### config.mk
export PLATFORM = sky130hd
export DESIGN_NAME = regfile_wb_arbiter_flat
export DESIGN_NICKNAME = d
export VERILOG_FILES = /design/src/rtl/regfile_wb_arbiter_if.sv /design/src/rtl/regfile_wb_arbiter.sv /design/src/flat_wrapper.sv
export SDC_FILE = /design/constraint.sdc
export NUM_CORES = 1
export LEC_CHECK = 0
export BUFFER_PORTS_ARGS = -buffer_cell sky130_fd_sc_hd__buf_2
export CELL_PAD_IN_SITES_DETAIL_PLACEMENT = 0
export CELL_PAD_IN_SITES_GLOBAL_PLACEMENT = 1
export CORE_MARGIN = 3
export CORE_UTILIZATION = 48
export DETAILED_ROUTE_END_ITERATION = 7
export PLACE_DENSITY_LB_ADDON = 0.1
export REMOVE_ABC_BUFFERS = 1
export SYNTH_ARGS = -nofsm -noshare
export SYNTH_HDL_FRONTEND = slang
export SYNTH_SLANG_ARGS = --single-unit
### constraint.sdc
create_clock -name clk -period 4.8 [get_ports clk]
set_input_delay 0.24 -clock clk [delete_from_list [all_inputs] [get_ports clk]]
set_output_delay 0.24 -clock clk [all_outputs]
set_load 0.005 [all_outputs]
### src/rtl/regfile_wb_arbiter_if.sv
// -----------------------------------------------------------------------------
// regfile_wb_arbiter_if
// Bundles the write-back request streams, the flush strobe and the register
// file write port of the write-back arbiter.
//   master : execute/memory side (drives requests and flush, sees readies,
//            register file write and pending mask)
//   slave  : the arbiter itself
// Signals:
//   mem_valid/mem_ready/mem_addr/mem_data  load write-back handshake
//   alu_valid/alu_ready/alu_addr/alu_data  ALU write-back handshake
//   flush                                   discard all queued writes
//   rf_we/rf_waddr/rf_wdata                 register file write port
//   pending                                 per-register queued-write mask
// -----------------------------------------------------------------------------
interface regfile_wb_arbiter_if #(
   parameter int DATA_W = 32,
   parameter int ADDR_W = 5
);
   logic                   mem_valid;
   logic                   mem_ready;
   logic [ADDR_W-1:0]      mem_addr;
   logic [DATA_W-1:0]      mem_data;
   logic                   alu_valid;
   logic                   alu_ready;
   logic [ADDR_W-1:0]      alu_addr;
   logic [DATA_W-1:0]      alu_data;
   logic                   flush;
   logic                   rf_we;
   logic [ADDR_W-1:0]      rf_waddr;
   logic [DATA_W-1:0]      rf_wdata;
   logic [2**ADDR_W-1:0]   pending;

   modport master (
      output mem_valid, mem_addr, mem_data,
      output alu_valid, alu_addr, alu_data,
      output flush,
      input  mem_ready, alu_ready,
      input  rf_we, rf_waddr, rf_wdata, pending
   );

   modport slave (
      input  mem_valid, mem_addr, mem_data,
      input  alu_valid, alu_addr, alu_data,
      input  flush,
      output mem_ready, alu_ready,
      output rf_we, rf_waddr, rf_wdata, pending
   );
endinterface

### src/rtl/regfile_wb_arbiter.sv
// -----------------------------------------------------------------------------
// regfile_wb_arbiter
// Merges the load and ALU write-back streams into one in-order write per
// cycle for the single register file write port, and publishes a mask of
// registers that still have writes queued so issue can stall on them.
// Ports:
//   clk    rising-edge clock
//   rst_n  asynchronous active-low reset
//   bus    regfile_wb_arbiter_if.slave (requests, flush, rf write, pending)
// -----------------------------------------------------------------------------
module regfile_wb_arbiter #(
   parameter int DATA_W = 32,
   parameter int ADDR_W = 5,
   parameter int DEPTH  = 4
) (
   input  logic                 clk,
   input  logic                 rst_n,
   regfile_wb_arbiter_if.slave  bus
);
   localparam int PTR_W = $clog2(DEPTH);
   localparam int CNT_W = PTR_W + 1;
   localparam int NREG  = 2**ADDR_W;
   localparam logic [CNT_W-1:0] DEPTH_C = CNT_W'(DEPTH);

   logic [PTR_W-1:0]  head_q, head_d;
   logic [PTR_W-1:0]  tail_q, tail_d;
   logic [CNT_W-1:0]  count_q, count_d;

   // Entry storage is not reset: only slots covered by count are ever read.
   logic [ADDR_W-1:0] entry_addr_q [DEPTH];
   logic [DATA_W-1:0] entry_data_q [DEPTH];

   logic              mem_ready, alu_ready;
   logic              mem_push, alu_push, pop;
   logic              wr0_en, wr1_en;
   logic [ADDR_W-1:0] wr0_addr;
   logic [DATA_W-1:0] wr0_data;
   logic [PTR_W-1:0]  tail_p1;
   logic [1:0]        n_push;
   logic [PTR_W-1:0]  slot_off;
   logic [NREG-1:0]   pending_v;

   always_comb begin
      // Readies come from registered count only, so a pop in this cycle
      // never frees space for a push in the same cycle.
      mem_ready = (count_q < DEPTH_C);
      alu_ready = (count_q < (DEPTH_C - CNT_W'(1)));

      // Writes to r0 complete the handshake but are never queued; a flush
      // drops anything arriving in the same cycle.
      mem_push  = bus.mem_valid && mem_ready && (bus.mem_addr != '0) && !bus.flush;
      alu_push  = bus.alu_valid && alu_ready && (bus.alu_addr != '0) && !bus.flush;
      pop       = (count_q != '0);

      // The load is the older instruction, so it takes the first slot; the
      // ALU entry slides into the first slot when the load is not queued.
      wr0_en    = mem_push || alu_push;
      wr1_en    = mem_push && alu_push;
      wr0_addr  = mem_push ? bus.mem_addr : bus.alu_addr;
      wr0_data  = mem_push ? bus.mem_data : bus.alu_data;
      tail_p1   = tail_q + PTR_W'(1);
      n_push    = {1'b0, mem_push} + {1'b0, alu_push};

      if (bus.flush) begin
         head_d  = '0;
         tail_d  = '0;
         count_d = '0;
      end else begin
         head_d  = head_q + PTR_W'(pop);
         tail_d  = tail_q + PTR_W'(n_push);
         count_d = count_q + CNT_W'(n_push) - CNT_W'(pop);
      end

      // An entry is occupied when its distance from head is below count;
      // the head being written this cycle still counts as pending.
      pending_v = '0;
      slot_off  = '0;
      for (int i = 0; i < DEPTH; i++) begin
         slot_off = PTR_W'(i) - head_q;
         if ({1'b0, slot_off} < count_q) begin
            pending_v[entry_addr_q[i]] = 1'b1;
         end
      end
   end

   always_ff @(posedge clk or negedge rst_n) begin
      if (!rst_n) begin
         head_q  <= '0;
         tail_q  <= '0;
         count_q <= '0;
      end else begin
         head_q  <= head_d;
         tail_q  <= tail_d;
         count_q <= count_d;
      end
   end

   always_ff @(posedge clk) begin
      if (wr0_en) begin
         entry_addr_q[tail_q] <= wr0_addr;
         entry_data_q[tail_q] <= wr0_data;
      end
      if (wr1_en) begin
         entry_addr_q[tail_p1] <= bus.alu_addr;
         entry_data_q[tail_p1] <= bus.alu_data;
      end
   end

   // Write port is driven straight from the head slot; forced to zero when
   // empty so stale storage never shows on the bus.
   assign bus.mem_ready = mem_ready;
   assign bus.alu_ready = alu_ready;
   assign bus.rf_we     = pop;
   assign bus.rf_waddr  = pop ? entry_addr_q[head_q] : '0;
   assign bus.rf_wdata  = pop ? entry_data_q[head_q] : '0;
   assign bus.pending   = pending_v;

endmodule

### src/flat_wrapper.sv
// flat-port wrapper written by rule: the top's interface ports become plain ports
module regfile_wb_arbiter_flat 
#(
   parameter int DATA_W = 32,
   parameter int ADDR_W = 5,
   parameter int DEPTH  = 4
)
  (clk, rst_n, bus_mem_valid, bus_mem_addr, bus_mem_data, bus_alu_valid, bus_alu_addr, bus_alu_data, bus_flush, bus_mem_ready, bus_alu_ready, bus_rf_we, bus_rf_waddr, bus_rf_wdata, bus_pending);
  regfile_wb_arbiter_if #(.DATA_W(DATA_W), .ADDR_W(ADDR_W)) bus_i ();
  input  logic clk;
  input  logic rst_n;
  input wire logic [$bits(bus_i.mem_valid)-1:0] bus_mem_valid;
  input wire logic [$bits(bus_i.mem_addr)-1:0] bus_mem_addr;
  input wire logic [$bits(bus_i.mem_data)-1:0] bus_mem_data;
  input wire logic [$bits(bus_i.alu_valid)-1:0] bus_alu_valid;
  input wire logic [$bits(bus_i.alu_addr)-1:0] bus_alu_addr;
  input wire logic [$bits(bus_i.alu_data)-1:0] bus_alu_data;
  input wire logic [$bits(bus_i.flush)-1:0] bus_flush;
  output wire logic [$bits(bus_i.mem_ready)-1:0] bus_mem_ready;
  output wire logic [$bits(bus_i.alu_ready)-1:0] bus_alu_ready;
  output wire logic [$bits(bus_i.rf_we)-1:0] bus_rf_we;
  output wire logic [$bits(bus_i.rf_waddr)-1:0] bus_rf_waddr;
  output wire logic [$bits(bus_i.rf_wdata)-1:0] bus_rf_wdata;
  output wire logic [$bits(bus_i.pending)-1:0] bus_pending;
  assign bus_i.mem_valid = bus_mem_valid;
  assign bus_i.mem_addr = bus_mem_addr;
  assign bus_i.mem_data = bus_mem_data;
  assign bus_i.alu_valid = bus_alu_valid;
  assign bus_i.alu_addr = bus_alu_addr;
  assign bus_i.alu_data = bus_alu_data;
  assign bus_i.flush = bus_flush;
  assign bus_mem_ready = bus_i.mem_ready;
  assign bus_alu_ready = bus_i.alu_ready;
  assign bus_rf_we = bus_i.rf_we;
  assign bus_rf_waddr = bus_i.rf_waddr;
  assign bus_rf_wdata = bus_i.rf_wdata;
  assign bus_pending = bus_i.pending;
  regfile_wb_arbiter #(.DATA_W(DATA_W), .ADDR_W(ADDR_W), .DEPTH(DEPTH)) u_core (.clk(clk), .rst_n(rst_n), .bus(bus_i));
endmodule
==> results of run 1 <==
[layout by cell type (no fill, tap or decap), types with 13 or more instances in the layout]
master,instances
nor2_1,28
o221ai_1,32
clkbuf_16,17
a22oi_1,32
buf_2,150
nor3_1,13
edfxtp_1,148
nor2b_1,48
inv_1,16
mux2_2,58
mux4_2,37
nand2_1,19
mux2_4,90
[repair_timing]
item | 4_1_cts | 5_1_grt
gates resized for setup | 0 | 0
hold endpoints to repair | 7 | 0
hold buffers | 1 | 0
[worst max-delay path, stage by stage, from the launching register on]
cell	delay [ns]
dfrtp_2	0.37
buf_4	0.68
nand2b_1	0.26
a21oi_1	0.13
o211ai_1	0.68
o221ai_1	0.27
buf_2	0.18
[report_power, final]
part	internal, mW	switching (mW)	total, mW
registers	1.71	0.105	1.81
clock network	0.762	0.525	1.29
logic	1.00	1.14	2.14
[cell families (layout without fill, tap and decap cells)]
kind of cell / count (synthesis) / count (layout)
XOR/XNOR: 6 / 6
buffers and inverters: 55 / 213
multiplexers: 185 / 185
AND/OR/NAND/NOR: 141 / 141
flip-flops: 155 / 155
adder cells (fa/ha/maj): 12 / 12
AO/OA/AOI/OAI: 84 / 84
[per-stage QoR]
| stage | utilization [%] | cell area (µm²) |
|---|---|---|
| global placement | 54.7 | 10400 |
| detailed placement | 54.7 | 10400 |
| floorplan | - | 9170 |
| CTS | 57.7 | 11000 |
| global route | 57.7 | 11000 |
| finish | 57.7 | 11000 |
[metal layers]
metal | vias to the layer above | part of all wire (%)
li1 | 2825 | -
met1 | 3117 | 40
met2 | 253 | 52
met3 | 33 | 5.7
met4 | 2 | 1.5
met5 | - | 0.055
[path summary, 6_finish.rpt]
check	slack (ns)	end	depth (start not counted)	start
worst min register to register	0.80	u_core.head_q[0]	4	u_core.count_q[1]
worst min-delay path	0.08	u_core.head_q[0]	2	bus_flush
worst max register to register	1.58	u_core.entry_addr_q[1][4]	7	u_core.count_q[2]
max in group asynchronous	4.45	u_core.head_q[1]	2	rst_n
worst max-delay path	1.56	bus_pending[12]	6	u_core.head_q[0]
min in group asynchronous	0.18	u_core.count_q[0]	2	rst_n
[state kept, by name (all words and copies together), names as in the netlist]
signal,flops
u_core.count_q,3
u_core.tail_q,2
u_core.entry_data_q,128
u_core.entry_addr_q,20
u_core.head_q,2
[area by class of cell]
type                       count  share of cell area, %
clock inverter                12                   1.12
inverter                      16                  0.545
multi-input combinational    428                   41.2
timing repair buffer         165                   8.20
clock buffer                  20                   3.97
tap                          260                   2.95
sequential                   155                   42.0
==> parameters.txt, run 1 <==
Parameter                              Value

Run status
  Result of the run    finished clean

Clock tree
  Clock tree root buffer cell    clkbuf_16
  Worst-Skew Late Latency    0.42 ns
  Inserted Clock Buffers    17
  CTS H-Tree Depth    4
  Post-CTS Setup Bufs    0
  Number of sinks on the clock net    155
  TritonCTS clock tree    yes
  Clk pin slew, worst setup/hold paths    0.06 ns
  Clock Path Buffers    2

Drt
  Total wirelength of the detailed-routed design    23,700 µm
  WL/cell    22.4 µm
  DRC violations left    0
  Iter 0 DRT Violations    434
  Post-route antenna net violation count    0
  Vias per Instance    5.90
  Vias post-DR    6,230
  First-pass DRT Iterations    5

Global route
  Met2 Track Usage GR    39.8%
  Antenna violations before repair    1
  Wire length of the first global-routing pass    37,800 µm
  GRT Overall Usage    between 20% and 30%
  Global-route met3 utilization    between 4 and 5%
  GRT busiest layer    met2
  Global route total overflow    0
  Number of global-route vias before repair    6,686
  Maximum number of pins on one net before global-route repair    between 40 and 50
  GR Util met1    between 20 and 30%

Floorplanning
  Die area    21,500 µm²
  Die span in y    147 µm
  Number of cell rows    50
  Initial core utilization    about 50%
  Die extent in x    147 µm
  Count of boundary I/O pins    151
  Area of the core region    around 19,000 µm²

Synth
  Synth Flop Type    edfxtp_1
  Ranking of synthesized cells by area    edfxtp_1, mux2_4, mux4_2
  Largest family of logic cells by synthesized area    multiplexers
  Post-Synth XOR/XNOR Area    0.553%
  Number of warnings reported in the yosys synthesis log    0
  Area share of the leading cell type in the synthesized netlist    between 40 and 50%
  Post-synthesis simple-gate area fraction    7.93%
  Fraction of registers with async set or reset after synthesis    4.52%
  Flip-flop and latch count after synthesis    155
  Synth Area in Compound Gates    7.23%
  Sequential area share after synthesis    between 40 and 50%
  Most common cell in the synthesized netlist    edfxtp_1
  Proportion of synthesized area in mux cells    approximately 30%
  Count of flip-flops with a built-in enable after synthesis    approximately 150
  Mapped cell area    9500 µm²
  Synth Area per Inst    14.9 µm²
  Leading post-synthesis cells by instance count    edfxtp_1, mux2_4, mux2_2
  Post-synthesis cell type with the largest combined area    edfxtp_1
  Gate count after technology mapping    638
  Number of distinct library cells after synthesis    39
  Area share of fa/ha/maj cells after synthesis    ~1.7%

Pwr
  Power after layout    5.24 mW
  Leakage power summed over all cells    4.27 nW
  Worst voltage drop across the vdd grid    ~0.29 mV
  Total power divided by cell area    476 nW/µm²

STA
  Setup_tns    0 ns
  Tightest hold margin    0.0821 ns
  Setup repair after global routing missed its margin    false
  Maximum clock frequency    308 MHz
  Headroom to the max-slew limit    33.2%
  Time the final worst path needs with I/O delays and setup    approximately 3.2 ns
  Final setup slack of the worst path    1.56 ns
  Setup Skew    0.0137 ns
  Period Utilization, post-route    67.5%
  Number of setup violations in the final report    0
  Final Max Tran Viols    0
  Endpoints failing hold    0
  Slew at the pin closest to its max-slew limit    1.00 ns

Place
  RD Place Congestion    0.892
  Half-perimeter wire length after detailed placement    ~16,000 µm
  Pre-CTS setup slack    approximately 1.6 ns
  Count of input and output buffers    150
  Instance count after placement with tap cells included    1,023

Cells and area
  Area of the multi-input gates    around 4500 µm²
  Number of antenna diodes    0
  Fraction of layout cells with a size suffix above 1    between 40% and 50%
  FF/Latch Area    4620 µm²
  Final cell count without fillers    1,056
  Number of fill cells in the layout    1,547
  Final #Nets    around 870
  Layout-stage area growth over the synthesis result    15.9%

Worst setup path
  Highest fanout seen on the critical path    41
  Startpoint-to-endpoint class of the critical path    flip-flop to output port
  Data arrival, critical path    about 3 ns
  Kind of end point of the critical path    output port
  Worst endpoint required time    4.56 ns
  Critical path startpoint category    flip-flop

Hold path
  Hold Crit Class    input pin to flip-flop

Flow run
  Max capacitance violation total    0
Power figures use the tool's default switching activity.
==> run 2, diff against run 1 <==
==> constraint.sdc (replaced) <==
create_clock -name clk -period 3 [get_ports clk]
set_input_delay 0.15 -clock clk [delete_from_list [all_inputs] [get_ports clk]]
set_output_delay 0.15 -clock clk [all_outputs]
set_load 0.005 [all_outputs]
==> parameters.txt, run 2 (synthesis results as in run 1) <==
Parameter                              Value

Run status
  Result of the run    finished clean

Worst setup path
  Slowest cell delay on critical path    0.64 ns
  Critical path startpoint category    flip-flop
  CP bufs+invs    2
  Chain of cells forming the critical path    xor2_1 -> inv_1 -> ha_1 -> nor2b_1 -> a211oi_4 -> a22oi_1 -> o221ai_1 -> buf_2
  Worst endpoint required time    2.85 ns
  Startpoint-to-endpoint class of the critical path    flip-flop to output port
  Highest fanout seen on the critical path    16
  Cell family with most CP delay    compound AO/OA/AOI/OAI gates
  Kind of end point of the critical path    output port
  Data arrival, critical path    2.68 ns
  CP max stage cell    a211oi_4

Floorplanning
  Die span in y    147 µm
  Initial core utilization    49.8%
  Area of the core region    between 15,000 and 20,000 µm²
  Count of boundary I/O pins    between 150 and 200
  Die extent in x    approximately 150 µm
  Number of cell rows    50
  Die area    21,500 µm²

STA
  Time the final worst path needs with I/O delays and setup    between 2 and 3 ns
  Tightest hold margin    0.0663 ns
  Slew at the pin closest to its max-slew limit    0.986 ns
  Period Utilization, post-route    between 90% and 100%
  Headroom to the max-slew limit    roughly 34%
  Number of setup violations in the final report    0
  Final setup slack of the worst path    0.174 ns
  Final Max Tran Viols    0
  Endpoints failing hold    0
  Setup_tns    0 ns
  Maximum clock frequency    354 MHz
  Setup repair after global routing missed its margin    false
  Setup Skew    roughly 0.0079 ns

Clock tree
  Worst-Skew Late Latency    0.42 ns
  Number of sinks on the clock net    approximately 160
  TritonCTS clock tree    yes
  Clock Path Buffers    2
  Inserted Clock Buffers    17
  Clk pin slew, worst setup/hold paths    0.06 ns
  Clock tree root buffer cell    clkbuf_16
  CTS H-Tree Depth    4

Global route
  Wire length of the first global-routing pass    38,000 µm
  Global route total overflow    0
  Antenna violations before repair    0
  GRT Overall Usage    22.9%
  Maximum number of pins on one net before global-route repair    40
  Number of global-route vias before repair    about 6,600

Drt
  Vias post-DR    ~6,300
  WL/cell    22.9 µm
  Vias per Instance    about 5.9
  Total wirelength of the detailed-routed design    between 20,000 and 25,000 µm
  DRC violations left    0
  Iter 0 DRT Violations    323
  First-pass DRT Iterations    5
  Post-route antenna net violation count    0

Cells and area
  Most frequent cells in the layout    buf_2, edfxtp_1, mux2_4, mux2_2, nor2b_1
  Leading cell type in the layout, fill and taps excluded    buf_2
  Number of fill cells in the layout    1,604
  Final cell count without fillers    1,068
  Final #Nets    888
  Number of antenna diodes    0
  Largest registers ranked by flip-flop count    u_core.entry_data_q (128), u_core.entry_addr_q (20), u_core.count_q (3)
  Post-layout instance area    11,200 µm²
  Layout Utilization    58.7%
  Fraction of layout cells with a size suffix above 1    49.9%
  Layout-stage area growth over the synthesis result    17.9%
  Flip-flop count of the largest register, all copies and words added    128
  Most flops, register    u_core.entry_data_q

Pwr
  Total power divided by cell area    between 700 and 800 nW/µm²
  Combinational group share of total power    41.8%
  Switching share of power    33.8%
  Clk network pwr share    around 25%
  Power after layout    8.64 mW
  Reported net switching power    2.92 mW
  Worst voltage drop across the vdd grid    0.422 mV
  Internal Power    roughly 5.7 mW
  Leakage power summed over all cells    approximately 4.4 nW
  Sequential group share of total power    33.4%

Place
  Pre-CTS setup slack    ~0.32 ns
  Instance count after placement with tap cells included    1,036
  RD Place Congestion    0.861
  Count of input and output buffers    150
  Half-perimeter wire length after detailed placement    16,300 µm
  Placement Cell Area    around 11,000 µm²

Hold path
  Hold Crit Class    input pin to flip-flop

Flow run
  Max capacitance violation total    0
## run 2: worst register-to-register path, cell delays in order, from the launching register on
cell,delay [ns]
dfrtp_1,0.44
a21oi_1,0.23
and4b_1,0.27
inv_1,0.06
ha_1,0.25
o31ai_4,0.80
buf_12,0.30
## run 2: worst paths after layout
path / startpoint / to / slack, ns / cells past startpoint
max: u_core.head_q[1] / bus_pending[0] / 0.17 / 8
min: bus_alu_data[28] / u_core.entry_data_q[2][28] / 0.07 / 2
max reg2reg: u_core.count_q[0] / u_core.entry_data_q[0][18] / 0.31 / 6
min reg2reg: u_core.count_q[2] / u_core.count_q[2] / 0.77 / 3
max in group asynchronous: rst_n / u_core.head_q[0] / 2.73 / 2
min in group asynchronous: rst_n / u_core.head_q[1] / 0.09 / 2
## run 2: timing repair
| action | CTS | global route |
|---|---|---|
| hold endpoints to repair | 13 | 0 |
| hold buffers | 2 | 0 |
| endpoints found under the setup margin | 16 | 0 |
| resized for setup | 1 | 0 |
| buffers inserted | 0 | 0 |
## run 2: routing by layer
metal | GRT usage, % | vias to the layer above | wire, µm
met1 | 28.4 | 3169 | 9910
met3 | 4.25 | 29 | 1370
met4 | 6.30 | 0 | 411
met5 | 0 | - | 0
li1 | - | 2849 | -
met2 | 41.1 | 210 | 12800
## run 2: power by group through the flow
stage	Clock (mW)	Sequential (mW)	Combinational [mW]
after global routing	2.26	2.90	3.92
after CTS	2.18	2.88	3.65
final	2.15	2.88	3.61
after floorplan	0	3.03	2.09
after detailed placement	0	2.92	3.61
after global placement	0	2.91	3.57
## run 2: layout make-up
class,count,area (µm²),share of cell area [%]
Clock buffer,19,433,3.87
Clock inverter,11,148,1.32
Inverter,16,60.1,0.536
Multi-Input combinational cell,428,4550,40.6
Sequential cell,155,4620,41.3
Tap cell,260,325,2.91
Timing Repair Buffer,179,1060,9.48
